$ cat config.mk
export PLATFORM = sky130hd
export DESIGN_NAME = spi_reg_ctrl
export DESIGN_NICKNAME = d
export VERILOG_FILES = /design/src/rtl/spi_pkg.sv /design/src/rtl/spi_sync_edge.sv /design/src/rtl/spi_reg_ctrl.sv
export SDC_FILE = /design/constraint.sdc
export NUM_CORES = 1
export LEC_CHECK = 0
export ABC_AREA = 1
export CORE_ASPECT_RATIO = 0.6
export CORE_MARGIN = 2
export CORE_UTILIZATION = 45
export DETAILED_ROUTE_END_ITERATION = 12
export PLACE_DENSITY = 0.76
export SETUP_SLACK_MARGIN = 0.05
export SYNTH_ARGS = -nofsm -noshare
export SYNTH_HDL_FRONTEND = slang
export SYNTH_SLANG_ARGS = --single-unit
$ cat constraint.sdc
create_clock -name clk -period 1.51 [get_ports clk]
set_input_delay 0.302 -clock clk [delete_from_list [all_inputs] [get_ports clk]]
set_output_delay 0.302 -clock clk [all_outputs]
set_load 0.02 [all_outputs]
$ cat src/rtl/spi_pkg.sv
// Definitions shared by the SPI register controller and the SPI slave core:
// FSM state encoding, command-byte layout and the default fill byte.
package spi_pkg;

  localparam int DATA_LENGTH = 8;
  localparam int CMD_RD_BIT  = 7;

  localparam logic [DATA_LENGTH-1:0] FILL_BYTE_DEFAULT = 8'hA5;

  typedef enum logic [2:0] {
    IDLE,
    CMD,
    WR,
    RD_WAIT,
    RD_STREAM
  } state_e;

  function automatic logic is_read_cmd(input logic [DATA_LENGTH-1:0] cmd);
    return cmd[CMD_RD_BIT];
  endfunction

endpackage

$ cat src/rtl/spi_sync_edge.sv
// Multi-stage synchroniser for one asynchronous level, followed by
// single-cycle rise/fall pulses on the synchronised value.
module spi_sync_edge #(
  parameter int STAGES = 2
) (
  input  logic clk,
  input  logic rst_n,
  input  logic d_i,
  output logic rise_o,
  output logic fall_o
);

  // Fewer than two stages gives no metastability protection.
  localparam int N = (STAGES < 2) ? 2 : STAGES;

  logic [N-1:0] sync_q;
  logic         prev_q;

  always_ff @(posedge clk or negedge rst_n) begin
    if (!rst_n) begin
      sync_q <= '0;
      prev_q <= 1'b0;
    end else begin
      sync_q <= {sync_q[N-2:0], d_i};
      prev_q <= sync_q[N-1];
    end
  end

  assign rise_o = sync_q[N-1] & ~prev_q;
  assign fall_o = ~sync_q[N-1] & prev_q;

endmodule

$ cat src/rtl/spi_reg_ctrl.sv
// Turns the SPI slave's byte stream into register-bus writes and reads:
// the first byte of a frame is a command, later bytes are data or read slots.
module spi_reg_ctrl
  import spi_pkg::*;
#(
  parameter int                      ADDR_W      = 7,
  parameter int                      SYNC_STAGES = 2,
  parameter int                      RD_TIMEOUT  = 15,
  parameter logic [DATA_LENGTH-1:0]  FILL_BYTE   = FILL_BYTE_DEFAULT
) (
  input  logic                   clk,
  input  logic                   rst_n,
  input  logic                   spi_ss,
  input  logic                   rx_toggle,
  input  logic [DATA_LENGTH-1:0] rx_byte,
  output logic [DATA_LENGTH-1:0] tx_byte,
  output logic [ADDR_W-1:0]      reg_addr,
  output logic [DATA_LENGTH-1:0] reg_wdata,
  output logic                   reg_we,
  output logic                   reg_re,
  input  logic [DATA_LENGTH-1:0] reg_rdata,
  input  logic                   reg_rvalid,
  output logic                   busy,
  output logic                   err_sticky
);

  localparam int              CNT_W   = $clog2(RD_TIMEOUT + 1);
  localparam logic [CNT_W-1:0] TO_LAST = CNT_W'(RD_TIMEOUT - 1);

  logic ss_rise, ss_fall;
  logic tog_rise, tog_fall;
  logic byte_evt;

  // The SS chain resets low, so a frame already in progress at reset
  // produces no fall edge; a fresh frame needs SS to be seen high first.
  spi_sync_edge #(.STAGES(SYNC_STAGES)) u_ss_sync (
    .clk    (clk),
    .rst_n  (rst_n),
    .d_i    (spi_ss),
    .rise_o (ss_rise),
    .fall_o (ss_fall)
  );

  spi_sync_edge #(.STAGES(SYNC_STAGES)) u_tog_sync (
    .clk    (clk),
    .rst_n  (rst_n),
    .d_i    (rx_toggle),
    .rise_o (tog_rise),
    .fall_o (tog_fall)
  );

  assign byte_evt = tog_rise | tog_fall;

  state_e                 state_q, state_d;
  logic [DATA_LENGTH-1:0] tx_q, tx_d;
  logic [ADDR_W-1:0]      addr_q, addr_d;
  logic [DATA_LENGTH-1:0] hold_q;
  logic                   we_q, we_d;
  logic                   re_q, re_d;
  logic                   busy_q, busy_d;
  logic                   err_q, err_d;
  logic [CNT_W-1:0]       cnt_q, cnt_d;

  always_ff @(posedge clk or negedge rst_n) begin
    if (!rst_n) begin
      state_q <= IDLE;
      tx_q    <= FILL_BYTE;
      addr_q  <= '0;
      hold_q  <= '0;
      we_q    <= 1'b0;
      re_q    <= 1'b0;
      busy_q  <= 1'b0;
      err_q   <= 1'b0;
      cnt_q   <= '0;
    end else begin
      state_q <= state_d;
      tx_q    <= tx_d;
      addr_q  <= addr_d;
      we_q    <= we_d;
      re_q    <= re_d;
      busy_q  <= busy_d;
      err_q   <= err_d;
      cnt_q   <= cnt_d;
      if (byte_evt) begin
        hold_q <= rx_byte;
      end
    end
  end

  always_comb begin
    state_d = state_q;
    tx_d    = tx_q;
    addr_d  = addr_q;
    we_d    = 1'b0;
    re_d    = 1'b0;
    busy_d  = busy_q;
    err_d   = err_q;
    cnt_d   = cnt_q;

    // Post-increment follows every write strobe, even one issued as SS rises.
    if (we_q) begin
      addr_d = addr_q + ADDR_W'(1);
    end

    if (ss_rise) begin
      state_d = IDLE;
      busy_d  = 1'b0;
      tx_d    = FILL_BYTE;
    end else begin
      unique case (state_q)
        IDLE: begin
          if (ss_fall) begin
            state_d = CMD;
            busy_d  = 1'b1;
            err_d   = 1'b0;
            tx_d    = FILL_BYTE;
          end
        end

        CMD: begin
          if (byte_evt) begin
            addr_d = rx_byte[ADDR_W-1:0];
            if (is_read_cmd(rx_byte)) begin
              re_d    = 1'b1;
              cnt_d   = '0;
              state_d = RD_WAIT;
            end else begin
              state_d = WR;
            end
          end
        end

        WR: begin
          if (byte_evt) begin
            we_d = 1'b1;
          end
        end

        RD_WAIT: begin
          // A byte finishing before the data is back is an overrun.
          if (byte_evt) begin
            err_d = 1'b1;
          end
          if (reg_rvalid) begin
            tx_d    = reg_rdata;
            addr_d  = addr_q + ADDR_W'(1);
            state_d = RD_STREAM;
          end else if (cnt_q == TO_LAST) begin
            tx_d    = FILL_BYTE;
            err_d   = 1'b1;
            state_d = RD_STREAM;
          end else begin
            cnt_d = cnt_q + CNT_W'(1);
          end
        end

        RD_STREAM: begin
          if (byte_evt) begin
            re_d    = 1'b1;
            cnt_d   = '0;
            state_d = RD_WAIT;
          end
        end

        default: begin
          state_d = IDLE;
        end
      endcase
    end
  end

  assign tx_byte    = tx_q;
  assign reg_addr   = addr_q;
  assign reg_wdata  = hold_q;
  assign reg_we     = we_q;
  assign reg_re     = re_q;
  assign busy       = busy_q;
  assign err_sticky = err_q;

endmodule

Word level (Yosys, flattened, before mapping) --
Cells that the tools add are included.
Operators by class: equal/unequal tests 16, bitwise logic cells 10, reductions and logical operators 11, add/subtract/negate cells 2, muxes and demuxes 39
Operators with widths (count):
- $mux W8 | 4
- $mux W7 | 4
- $mux W4 | 5
- $mux W3 | 6
- $pmux W8 S2 | 1
- $pmux W3 S5 | 1
- $mux W1 | 14
- $ne A2 B2 Y1 const B | 7
- $pmux W7 S2 | 1
- $pmux W4 S3 | 1
- $ne A3 B3 Y1 const B | 3
- $add A7 B1 Y7 const B | 1
- $reduce_and A7 Y1 | 1
- $eq A3 B2 Y1 const B | 2
- $reduce_and A3 Y1 | 2
- $reduce_bool A2 Y1 | 3
- $reduce_bool A3 Y1 | 2
- $not A1 Y1 | 5
- $reduce_and A5 Y1 | 1
- $add A4 B1 Y4 const B | 1
- $and A1 B1 Y1 | 4
- $eq A4 B4 Y1 const B | 1
- $ne A4 B4 Y1 const B | 1
- $pmux W1 S2 | 2
- other kinds (5) | 5
Storage, ports and cells: logic and storage cells 91, output and inout port bits 27, bits of input ports 21, register bits after elaboration 40

Depth between registers and ports, before layout --
Gate-level depths: netlist (run 1).
depth after elaboration 7, mapped depth 11, depth with buffers taken out 11

Modules after synthesis --
From an unflattened synthesis (run 1), not the netlist that was laid out.
Unflattened totals: cell total of the unflattened synthesis 273, area, all modules 2105.8 µm²
Modules (own cells, without submodules):
- spi_reg_ctrl | area an instance 1925.6 µm², cells each 259, instances 1, sequential area each 855.8 µm²
- spi_sync_edge | area an instance 90.1 µm², cells each 7, instances 2, sequential area each 75.1 µm²

Worst setup path before layout (run 1) --
Ideal clock, no wire load.
path kind flip-flop to flip-flop, from register addr_q[0] (netlist: reg_addr[0]), to register addr_q[4] (netlist: reg_addr[4]), period minus slack after synthesis 1442 ps, cell stages (with the launch flop) 11, path buffers 0, arrival 1326 ps, slack 68 ps, library setup time 117 ps, required time 1393 ps, cell sequence dfrtp_1 -> ha_1 -> nand2_1 -> inv_1 -> nand2_1 -> nand2_1 -> nand3_1 -> nand3_1 -> nand3_1 -> nand2_1 -> nand2_1
Between the ends: longest elaborated chain between the ends 5, elaborated cells on any way between the ends 6, those cells by class add/sub (1); mux (5)
RTL lines:
- start: declaration | line spi_reg_ctrl.sv:56 | logic [ADDR_W-1:0] addr_q, addr_d;
- start signal: assignment | line spi_reg_ctrl.sv:78 | addr_q <= addr_d;
- $add A7 B1 Y7 (*) | line spi_reg_ctrl.sv:102, spi_reg_ctrl.sv:146
- $mux W7 | line spi_reg_ctrl.sv:101 | if (we_q) begin
- $mux W7 (on tied branches) | line spi_reg_ctrl.sv:144, spi_reg_ctrl.sv:121
- $pmux W7 S2 | line spi_reg_ctrl.sv:110 | unique case (state_q)
- $mux W7 (*) | line spi_reg_ctrl.sv:105 | if (ss_rise) begin
- named net addr_d[4] | line spi_reg_ctrl.sv:56
The timed path passes the listed nets; every way through them passes the cells marked *. A chain may end at the register's enable or synchronous reset.

Worst setup path in the final report (run 1) --
from register tx_q[0] (netlist: tx_byte[0]), to output port tx_byte[0]
RTL lines:
- start: declaration | line spi_reg_ctrl.sv:55 | logic [DATA_LENGTH-1:0] tx_q, tx_d;
- start signal: assignment | line spi_reg_ctrl.sv:77 | tx_q <= tx_d;
- end: declaration | line spi_reg_ctrl.sv:16 | output logic [DATA_LENGTH-1:0] tx_byte,
No word-level cell between the ends.

==> run summary, run 1 <==
critical path capture point type: output port
Mean Syn Cell Area: 8.00 um2
highest metal used: met4
first-pass GRT wire length: 8.65 mm
slowest stage cell on the critical path: dfstp_2
clk slew on worst S/H paths: 0.08 ns
Post-synth EDFFs: 0
final setup violation count: 0
P&R area growth vs syn: 41.2%
fin crit period: 1.43 ns
arrival time at the worst endpoint: 1.12 ns
CP Class: reg2out
initial DRC count: 142
flop-to-flop setup slack: 0.09 ns
top cell type's share of synthesized area: 43.2%
clock latency at the later pin of the worst-skew pair: 0.30 ns
Crit path depth: 1
relative slew slack: 81.0%
Clock Tree Buf Depth: 2
Final Cell Area: 0.00295 mm2
clk sinks: 40
CP Buf/Inv Count: 1
Final period util: 94.4%
FMAX: 701 MHz
routability cong.: 0.978
cell family with most CP delay: flip-flops
WP data required: 1.21 ns
max incr delay on CP: 0.54 ns
number of global-route vias before repair: 1841
GRT overflow: 0
final wirelength: 5.24 mm
number of CTS-inserted buffers: 5
number of max-cap violations: 0
hold_sp: u_ss_sync.sync_q[0]
worst reg2reg path depth: 6
worst-margin pin slew: 0.283 ns
largest net degree at the start of global routing: 41
initial antenna violation count: 0
Die X: 91.9 um
layout cells sized above 1: 20.7%
row cnt: 19
Syn. warnings: 0
RSZ-0062 raised after global routing: yes
Slew Viols, Final: 0
# diodes: 0
Setup crit start: tx_byte[0]
DR vias/cell: 5.02
drt drc: 0
total global-route track usage: 21.3%
Die Span Y: 56.8 um
drt first pass iters: 5
dominant synthesized flop cell: dfrtp_1
Placed Area: 0.00274 mm2
count of cell types in the netlist: 35
initial core utilization: 46.2%
post-place setup slack: -0.0293 ns
HPWL Detailed: 3.70 mm
Area contributors post-synth: dfrtp_1 43%, nand2_1 16%, nand3_1 8.4%
# nets final: 358
CTS tree: yes
Worst R2R Start: state_q[0]
crit path to: tx_byte[0]
PortBufs: 47
post-synth top area cell: dfrtp_1
post-synthesis instance total: 261
DR WL/cell: 13.2 um
Root Buffer: clkbuf_8
wire length on met3: 350 um
pwr dens: 1480 mW/mm2
register bit count reported by yosys: 40
Seq/Total Area, Yosys: 48.2%
crit path launch type: flop
maximum vdd ir drop: 898 uV
die area: 0.00522 mm2
type of the worst min-delay path: reg2reg
post-route setup slack: 0.0840 ns
Mapped Area: 0.00209 mm2
outcome: finished, final reports clean
io pins: 48
hold slack final: 0.353 ns
Routed Antenna Nets: 0
r2r endpoint: err_sticky
Crit Path Max Fanout: 2
CORE AREA: 0.00452 mm2
syn_nets: 287
via count: 1988
final clock skew: 0.00654 ns
Critical Path, Cell by Cell: clkdlybuf4s15_1
H-tree Lvls: 2
Final Hold Fails: 0
ys async rst share: 100%
metal2 WL: 2.30 mm
leak pwr: 1.52 nW
detailed-routing wirelength on met1: 2.51 mm
-- Yosys cell counts, drive strengths merged, types with 3 or more instances --
cell and instances:
dfstp 4, inv 28, dfrtp 36, ha 5
o211ai 3, nor2 15, nand3 37, buf 4
nand2 91, xor2 3, a21oi 5, o21ai 16
-- cells by family after synthesis --
| group | count (synthesis) | share of synthesized area, % |
|---|---|---|
| simple gates | 148 | 31.4 |
| flops | 40 | 48.2 |
| xor+xnor | 4 | 1.68 |
| buf+inv | 33 | 6.29 |
| compound gates | 30 | 8.93 |
| mux | 1 | 0.480 |
| fa+ha+maj | 5 | 3.00 |
-- state kept, by name, summed over array words and instances, names as in the netlist --
name and flops:
busy 1, cnt_q 4, err_sticky 1, reg_addr 7, reg_re 1, reg_wdata 8, reg_we 1, state_q 3
tx_byte 8, u_ss_sync.prev_q 1, u_ss_sync.sync_q 2, u_tog_sync.prev_q 1, u_tog_sync.sync_q 2
-- how the worst min path moves through the flow --
stage | to | slack [ns] | cells after the start
floorplan | busy | 0.006 | 0
global placement | reg_wdata[4] | 0.29 | 2
detailed placement | reg_wdata[4] | 0.29 | 2
CTS | u_ss_sync.sync_q[1] | 0.35 | 0
global route | u_ss_sync.sync_q[1] | 0.37 | 0
finish | u_ss_sync.sync_q[1] | 0.35 | 0
-- routing by layer --
| layer | vias to the layer above | global-route usage, % |
|---|---|---|
| met5 | - | 0 |
| met4 | 0 | 6.82 |
| met3 | 9 | 6.04 |
| met2 | 57 | 31.4 |
| met1 | 933 | 30.6 |
| li1 | 989 | - |
-- cell type report --
cell class / instances / area [um2]
fillers: 401 / 1570
clock buffers: 7 / 96.3
multi-input cells: 188 / 1020
inverters: 28 / 110
well taps: 63 / 78.8
clock inverters: 1 / 30.0
flip-flops and latches: 40 / 1010
repair buffers: 69 / 607
-- placed cells by master (no fill, tap or decap), types with 2 or more instances in the layout --
cell type,Yosys,final
nor2_4,1,2
nand2_1,89,84
clkdlybuf4s15_1,0,2
inv_1,22,21
o22ai_1,2,2
clkdlybuf4s50_1,0,19
dlygate4sd2_1,0,23
nand3_4,1,2
nand4_1,2,2
inv_4,0,2
nor2_1,13,12
dfrtp_2,0,3
o211ai_1,2,2
clkbuf_2,0,2
xor2_1,3,3
dfstp_2,4,4
ha_1,5,3
nand3_2,1,2
clkbuf_8,0,7
inv_2,6,5
nand3_1,35,33
buf_4,1,20
a21oi_1,4,4
dfrtp_1,36,33
nand2_2,2,7
o21ai_1,10,11
o21ai_0,4,3
o21ai_2,2,2
-- what timing repair did --
| item | 4_1_cts | 5_1_grt |
|---|---|---|
| pin swaps | 0 | 5 |
| gates cloned | 0 | 0 |
| hold endpoints to repair | 36 | 0 |
| endpoints found under the setup margin | 42 | 25 |
| gates resized for setup | 31 | 24 |
| hold buffers | 1 | 0 |
| setup buffers | 0 | 5 |
-- stage by stage --
| stage | total power [mW] | std cells | setup TNS (ns) | util [%] |
|---|---|---|---|---|
| floorplan | 2.61 | 261 | 0 | - |
| global placement | 3.31 | 382 | 0 | 60.6 |
| detailed placement | 3.34 | 382 | -0.0638 | 60.6 |
| CTS | 4.20 | 391 | 0 | 63.0 |
| global route | 4.67 | 396 | -0.0453 | 65.3 |
| finish | 4.37 | 396 | 0 | 65.3 |
-- where the power goes --
part	switching, mW	total, mW	internal, mW	leakage [nW]
clock network	0.383	0.966	0.583	0.0645
logic	1.17	1.91	0.742	0.957
registers	0.187	1.49	1.30	0.500
(Power assumes the default switching activity.)
==> run 2, diff against run 1 <==
CORE_UTILIZATION = 47   (was 45)
CTS_BUF_LIST = sky130_fd_sc_hd__clkbuf_4 sky130_fd_sc_hd__clkbuf_8   (was unset)
PLACE_DENSITY = 0.79   (was 0.76)
==> run 2 against run 1 <==
Net effect: first-iteration DRC count down 9.9%; cell count shrank 0.51%; worst setup slack worse by 0.017 ns; non-clock buffer count up 1; critical path type unchanged; largest power group unchanged.
==> run summary, run 2 (synthesis results as in run 1) <==
clk sinks: 40 (unchanged)
Pwr Total: 4.19 mW (was 4.37 mW)
number of global-route vias before repair: 1907 (was 1841)
io pins: 48 (unchanged)
die area: 0.00501 mm2 (was 0.00522 mm2)
maximum vdd ir drop: 761 uV (was 898 uV)
RSZ-0062 raised after global routing: yes (unchanged)
final clock skew: 0.00453 ns (was 0.00654 ns)
relative slew slack: 73.2% (was 81.0%)
total global-route track usage: 22.1% (was 21.3%)
DR vias/cell: 5.10 (was 5.02)
first-pass GRT wire length: 8.89 mm (was 8.65 mm)
final setup violation count: 0 (unchanged)
commonest non-fill, non-tap cell in the layout: nand2_1 (unchanged)
Routed Antenna Nets: 0 (unchanged)
initial DRC count: 128 (was 142)
routability cong.: 0.918 (was 0.978)
DR WL/cell: 13.7 um (was 13.2 um)
max incr delay on CP: 0.48 ns (was 0.54 ns)
outcome: finished, final reports clean (unchanged)
# diodes: 0 (unchanged)
H-tree Lvls: 2 (unchanged)
via count: 2011 (was 1988)
cell family with most CP delay: flip-flops (unchanged)
pwr dens: 1440 mW/mm2 (was 1480 mW/mm2)
Root Buffer: clkbuf_8 (unchanged)
initial core utilization: 49.8% (was 46.2%)
drt drc: 0 (unchanged)
initial antenna violation count: 0 (unchanged)
clock latency at the later pin of the worst-skew pair: 0.29 ns (was 0.30 ns)
Slew Viols, Final: 0 (unchanged)
P&R area growth vs syn: 39.9% (was 41.2%)
Die X: 90.0 um (was 91.9 um)
number of max-cap violations: 0 (unchanged)
r2r endpoint: reg_addr[1] (was err_sticky)
CTS tree: yes (unchanged)
number of CTS-inserted buffers: 5 (unchanged)
most frequent cells in the layout: 85 x nand2_1, 34 x dfrtp_1, 32 x nand3_1 (was 84 x nand2_1, 33 x nand3_1, 33 x dfrtp_1)
PortBufs: 47 (unchanged)
Setup crit start: reg_addr[2] (was tx_byte[0])
Final Cell Area: 0.00292 mm2 (was 0.00295 mm2)
final wirelength: 5.38 mm (was 5.24 mm)
post-place setup slack: -0.0133 ns (was -0.0293 ns)
flop-to-flop setup slack: 0.11 ns (was 0.09 ns)
HPWL Detailed: 4.02 mm (was 3.70 mm)
CORE AREA: 0.00419 mm2 (was 0.00452 mm2)
CP Class: reg2out (unchanged)
crit path to: reg_addr[2] (was tx_byte[0])
drt first pass iters: 6 (was 5)
post-route setup slack: 0.0667 ns (was 0.0840 ns)
clk slew on worst S/H paths: 0.08 ns (about the same)
# nets final: 359 (was 358)
GRT overflow: 0 (unchanged)
Placed Area: 0.00276 mm2 (was 0.00274 mm2)
layout cells sized above 1: 21.9% (was 20.7%)
arrival time at the worst endpoint: 1.14 ns (was 1.12 ns)
Final Hold Fails: 0 (unchanged)
Die Span Y: 55.6 um (was 56.8 um)
CP Buf/Inv Count: 1 (unchanged)
Final period util: 95.6% (was 94.4%)
Crit path depth: 1 (unchanged)
slowest stage cell on the critical path: dfrtp_1 (was dfstp_2)
Clock Tree Buf Depth: 2 (unchanged)
crit path launch type: flop (unchanged)
WP data required: 1.21 ns (about the same)
leak pwr: 1.51 nW (was 1.52 nW)
type of the worst min-delay path: reg2reg (unchanged)
worst-margin pin slew: 0.402 ns (was 0.283 ns)
Critical Path, Cell by Cell: dlygate4sd2_1 (was clkdlybuf4s15_1)
row cnt: 18 (was 19)
critical path capture point type: output port (unchanged)
FMAX: 693 MHz (was 701 MHz)
Crit Path Max Fanout: 6 (was 2)
worst reg2reg path depth: 6 (unchanged)
largest net degree at the start of global routing: 25 (was 41)
fin crit period: 1.44 ns (was 1.43 ns)
Worst R2R Start: u_ss_sync.prev_q (was state_q[0])
run 2: cell types whose count changed in the layout (fill, tap and decap cells not counted), sizes merged:
cell,delta
buf,+1
bufinv,-1
clkbuf,+1
run 2: how the worst min path moves through the flow:
| stage | slack, ns | from | cells after the start | end |
|---|---|---|---|---|
| 6_report | 0.36 | u_ss_sync.sync_q[0] | 0 | u_ss_sync.sync_q[1] |
| 5_1_grt | 0.37 | u_ss_sync.sync_q[0] | 0 | u_ss_sync.sync_q[1] |
| 4_1_cts | 0.36 | u_ss_sync.sync_q[0] | 0 | u_ss_sync.sync_q[1] |
| 3_5_place_dp | 0.25 | rst_n | 1 | reg_re |
| 3_3_place_gp | 0.25 | rst_n | 1 | reg_re |
| 2_1_floorplan | 0.006 | rst_n | 0 | busy |
run 2: what timing repair did:
action                                 in CTS  in global routing
resized for setup                          29                 26
hold buffers                                1                  0
pin swaps                                   1                  5
setup buffers                               1                  2
endpoints found under the hold margin      12                  0
setup endpoints to repair                  44                 27
run 2: area by class of cell:
type                    count  area (um2)
clock buffers               8        97.6
fillers                   347        1270
flip-flops and latches     40        1010
inverters                  28         108
well taps                  60        75.1
multi-input cells         188        1020
repair buffers             70         614
run 2: worst register-to-register path: stages (launching register included):
cell     delay [ns]
dfrtp_1        0.37
inv_1          0.08
ha_4           0.20
nor3_4         0.27
o21ai_2        0.14
nor2_2         0.15
o21ai_1        0.09
run 2: where the power goes:
group | internal, mW | switching, mW
combinational | 0.753 | 1.17
clock | 0.409 | 0.353
sequential | 1.30 | 0.202
total | 2.47 | 1.73
run 2: metrics by stage:
step                      TNS [ns]  util [%]  hold WS [ns]  instances
final                            0      69.7         0.358        394
after global routing       -0.0168      69.7         0.372        394
after CTS                        0      67.9         0.361        392
after detailed placement   -0.0375      65.8         0.251        382
after global placement           0      65.8         0.250        382
after floorplan                  0         -       0.00641        261
run 2: metal layers:
layer	vias to the layer above	track usage, %	wire length (um)
li1	993	-	-
met1	925	32.9	2580
met2	87	33.4	2300
met3	6	5.15	468
met4	0	4.62	34
met5	-	0	0
